===== config.mk =====
export PLATFORM = sky130hd
export DESIGN_NAME = demux_24out
export DESIGN_NICKNAME = d
export VERILOG_FILES = /design/src/rtl/synth_pkg.sv /design/src/rtl/demux_24out_chan_reg.sv /design/src/rtl/demux_24out.sv
export SDC_FILE = /design/constraint.sdc
export NUM_CORES = 1
export LEC_CHECK = 0
export ABC_AREA = 1
export BUFFER_PORTS_ARGS = -buffer_cell sky130_fd_sc_hd__buf_2
export CORE_AREA = 5 5 123 171
export DETAILED_ROUTE_END_ITERATION = 10
export DIE_AREA = 0 0 128 176
export PLACE_DENSITY = 0.66
export SLEW_MARGIN = 25
export SYNTH_ARGS = -nofsm -noshare
export SYNTH_HDL_FRONTEND = slang
export SYNTH_SLANG_ARGS = --single-unit

===== constraint.sdc =====
create_clock -name clk -period 2.1 [get_ports clk]
set_input_delay 0.21 -clock clk [delete_from_list [all_inputs] [get_ports clk]]
set_output_delay 0.21 -clock clk [all_outputs]
set_load 0.02 [all_outputs]

===== src/rtl/synth_pkg.sv =====
// Shared constants and types for the synth voice datapath.
package synth_pkg;
  localparam int DATA_W   = 8;
  localparam int N_VOICES = 24;
  localparam int SEL_W    = 5;

  typedef logic [DATA_W-1:0] data_t;
endpackage


===== src/rtl/demux_24out_chan_reg.sv =====
// One channel storage register: synchronous clear, load when enabled, hold otherwise.
module demux_chan_reg
  import synth_pkg::*;
#(
  parameter int WIDTH = DATA_W
) (
  input  logic             clk,
  input  logic             rst,
  input  logic             en,
  input  logic [WIDTH-1:0] d,
  output logic [WIDTH-1:0] q
);

  logic [WIDTH-1:0] r_q;

  always_ff @(posedge clk) begin
    if (rst)
      r_q <= '0;
    else if (en)
      r_q <= d;
  end

  assign q = r_q;

endmodule


===== src/rtl/demux_24out.sv =====
// Registered 1-to-24 demultiplexer: each edge the input lands in the slot chosen by sel;
// every other slot holds, so each output is a per-voice storage register.
module demux_24out #(
  parameter int WIDTH = synth_pkg::DATA_W,
  parameter int N_OUT = synth_pkg::N_VOICES,
  parameter int SEL_W = synth_pkg::SEL_W
) (
  input  logic             clk,
  input  logic             rst,
  input  logic [WIDTH-1:0] in,
  input  logic [SEL_W-1:0] sel,
  output logic [WIDTH-1:0] out0,
  output logic [WIDTH-1:0] out1,
  output logic [WIDTH-1:0] out2,
  output logic [WIDTH-1:0] out3,
  output logic [WIDTH-1:0] out4,
  output logic [WIDTH-1:0] out5,
  output logic [WIDTH-1:0] out6,
  output logic [WIDTH-1:0] out7,
  output logic [WIDTH-1:0] out8,
  output logic [WIDTH-1:0] out9,
  output logic [WIDTH-1:0] out10,
  output logic [WIDTH-1:0] out11,
  output logic [WIDTH-1:0] out12,
  output logic [WIDTH-1:0] out13,
  output logic [WIDTH-1:0] out14,
  output logic [WIDTH-1:0] out15,
  output logic [WIDTH-1:0] out16,
  output logic [WIDTH-1:0] out17,
  output logic [WIDTH-1:0] out18,
  output logic [WIDTH-1:0] out19,
  output logic [WIDTH-1:0] out20,
  output logic [WIDTH-1:0] out21,
  output logic [WIDTH-1:0] out22,
  output logic [WIDTH-1:0] out23
);

  logic [WIDTH-1:0] w_regs [N_OUT];
  logic [N_OUT-1:0] w_en;

  // sel values 24..31 match no channel, so out-of-range selects write nothing.
  for (genvar k = 0; k < N_OUT; k++) begin : g_chan
    assign w_en[k] = (sel == SEL_W'(k));

    demux_chan_reg #(
      .WIDTH(WIDTH)
    ) u_chan (
      .clk(clk),
      .rst(rst),
      .en (w_en[k]),
      .d  (in),
      .q  (w_regs[k])
    );
  end

  assign out0  = w_regs[0];
  assign out1  = w_regs[1];
  assign out2  = w_regs[2];
  assign out3  = w_regs[3];
  assign out4  = w_regs[4];
  assign out5  = w_regs[5];
  assign out6  = w_regs[6];
  assign out7  = w_regs[7];
  assign out8  = w_regs[8];
  assign out9  = w_regs[9];
  assign out10 = w_regs[10];
  assign out11 = w_regs[11];
  assign out12 = w_regs[12];
  assign out13 = w_regs[13];
  assign out14 = w_regs[14];
  assign out15 = w_regs[15];
  assign out16 = w_regs[16];
  assign out17 = w_regs[17];
  assign out18 = w_regs[18];
  assign out19 = w_regs[19];
  assign out20 = w_regs[20];
  assign out21 = w_regs[21];
  assign out22 = w_regs[22];
  assign out23 = w_regs[23];

endmodule


==> results.ini <==
[status]
status = finished, final reports clean

[timing]
fin_ws_ps = 826
setup_violations = 0
fmaxAchievable_ghz = 0.785
rsz0062_at_grt = no
min_period_ps = 1270
drv_slew = 0
tns_ps = 0
tightest_slew_ps = 585
fin_skew_ps = 0
min_period_over_period = 0.607
hold_viol = 0
maxSlewHeadroom = 0.609

[drt]
dr.pass1.iters = 6
antenna_left = 0
drc_errors = 0
wirelength_mm = 23.9
routed_via_density = 4.79
wl_per_cell_um = 15.3
vias = 7497
drt-initial-drc-count = 551

[synth]
synth_common_cells = 408 x nor2_1, 263 x nand2_1, 192 x dfxtp_1, 102 x nand3_1, 45 x clkbuf_1
synth_cells = 1118
yosys.area.top_type = dfxtp_1
syn_avg_cell_area_sq_um = 6.78
yosys_register_bits = 192
synth_area_leaders = dfxtp_1 51%, nor2_1 20%, nand2_1 13%, nand3_1 6.7%, nand4_1 2.6%
netlist.area_leader.share = 0.507
synth_ff_type = dfxtp_1
yosysSeqAreaShare = 0.507
ys_warn_count = 0
netlist_area_sq_um = 7580
synth_nets = 1133
synth_edf_count = 0
synth_most_common_cell = nor2_1
ys_types = 13
synthArstFlopShare = 0

[grt]
top_usage_layer = met2
track_usage = 0.208
grt_pass1_wl_mm = 37.3
grt_pass1_vias = 6854
grt_max_degree = 70
grt_use_met3 = 0.0457
grt-ovfl-total = 0
antenna_found_initial = 0
grtUsageMet2 = 0.353
grtUsageMet1 = 0.261

[power]
p_per_area_nw_per_um2 = 805
total_leakage_power_nw = 4.75
vdd_ir_drop_max_mv = 0.433
finalPower_mw = 7.65

[floorplan]
top_level_ports = 207
chipHeight_um = 176
die_w_um = 128
rows = 60
dieArea_sq_um = 22500
start_util = 0.394
core_sq_um = 19200

[hold_path]
min_path_type = primary input to flop
hp-start = in[6]

[clock_tree]
cts_sinks = 192
cts_setup_buffers = 0
root_buffer = clkbuf_16
cts_buffer_depth = 2
cts_resized = 0
cts_hold_buf = 0
insertion_delay_ps = 420
cts_buffers = 17
cts_tree = built
path_clk_slew_ps = 70
htreeDepth = 4

[layout]
nFillCells = 1998
multi_input_area_sq_um = 3290
antenna_cells = 0
final-seq-area_sq_um = 3840
largest_register_ff_count = 192
layout-drive-gt1-share = 0.217
instances_no_fill = 1566
syn2layout_area_growth_pct = 25.4
layout.nets = 1322

[place]
place_ws_ps = 368
gp_congestion = 0.818
portBuffers = 206
dp_cells = 1536
hpwlAfterDp_mm = 16.3

[critical_path]
crit_required_ps = 2410
worstSetupPathType = primary input to flop
start_kind = primary input
crit_slowest_cell = nand3_1
worstSetupEndpointType = flop
cpMostUsedCell = nor2_1
slowest_delay_ps = 530
rr_startpoint = g_chan[12].u_chan.q[1]$_SDFFE_PP0N_
worst_ep_arrival_time_ps = 1580
startpoint = sel[3]
path_cells = buf_2, nor2_4, nand3_1, nor2_1, nor2_1
path_max_fanout = 22

[flow_run]
max_cap_viol_count = 0

area by class of cell:
class / count / share of cell area
clock buffers: 22 / 0.0509
well taps: 248 / 0.0326
repair buffers: 241 / 0.140
multi-input cells: 813 / 0.346
inverters: 42 / 0.0171
clock inverters: 8 / 0.00842
flip-flops and latches: 192 / 0.404
worst paths after layout:
kind	to	slack, ps	depth (start not counted)
setup reg to reg	g_chan[12].u_chan.q[1]$_SDFFE_PP0N_	1400	4
hold / removal	g_chan[0].u_chan.q[6]$_SDFFE_PP0N_	70	3
hold reg to reg	g_chan[7].u_chan.q[1]$_SDFFE_PP0N_	470	2
setup / recovery	g_chan[0].u_chan.q[0]$_SDFFE_PP0N_	830	5
metal layers:
| layer | vias to the layer above | share of wire |
|---|---|---|
| met5 | - | 0 |
| met1 | 3386 | 0.42 |
| met4 | 0 | 0.021 |
| met2 | 264 | 0.49 |
| met3 | 32 | 0.065 |
| li1 | 3815 | - |
per-stage QoR:
| stage | hold WS (ps) | util | cell area (sq um) |
|---|---|---|---|
| detailed placement | 457 | 0.465 | 8940 |
| floorplan | 345 | - | 7580 |
| global placement | 449 | 0.465 | 8940 |
| CTS | 48.9 | 0.495 | 9510 |
| global route | 59.7 | 0.495 | 9510 |
| finish | 67.1 | 0.495 | 9510 |
logic make-up after synthesis:
| family | Yosys count | share of synthesized area |
|---|---|---|
| and+or+nand+nor | 813 | 0.433 |
| buffers and inverters | 113 | 0.0594 |
| DFF | 192 | 0.507 |
placed cells by master (no fill, tap or decap), drive strengths merged:
cell,count
inv,43
nand2,263
dfxtp,192
clkinv,6
buf,241
clkbuf,22
nand4,32
bufinv,1
nand3,103
nor2,415
critical path: cells and delay by family:
kind | cells | cell delay, ps
and+or+nand+nor | 4 | 1220
buffers and inverters | 1 | 140
report_power, final:
part           internal [mW]  leakage [nW]  switching, mW  total, mW
combinational          0.215          2.91          0.531      0.746
clock                   1.76         0.283           1.38       3.14
sequential              3.72          1.55         0.0450       3.77
Power figures use the tool's default switching activity.
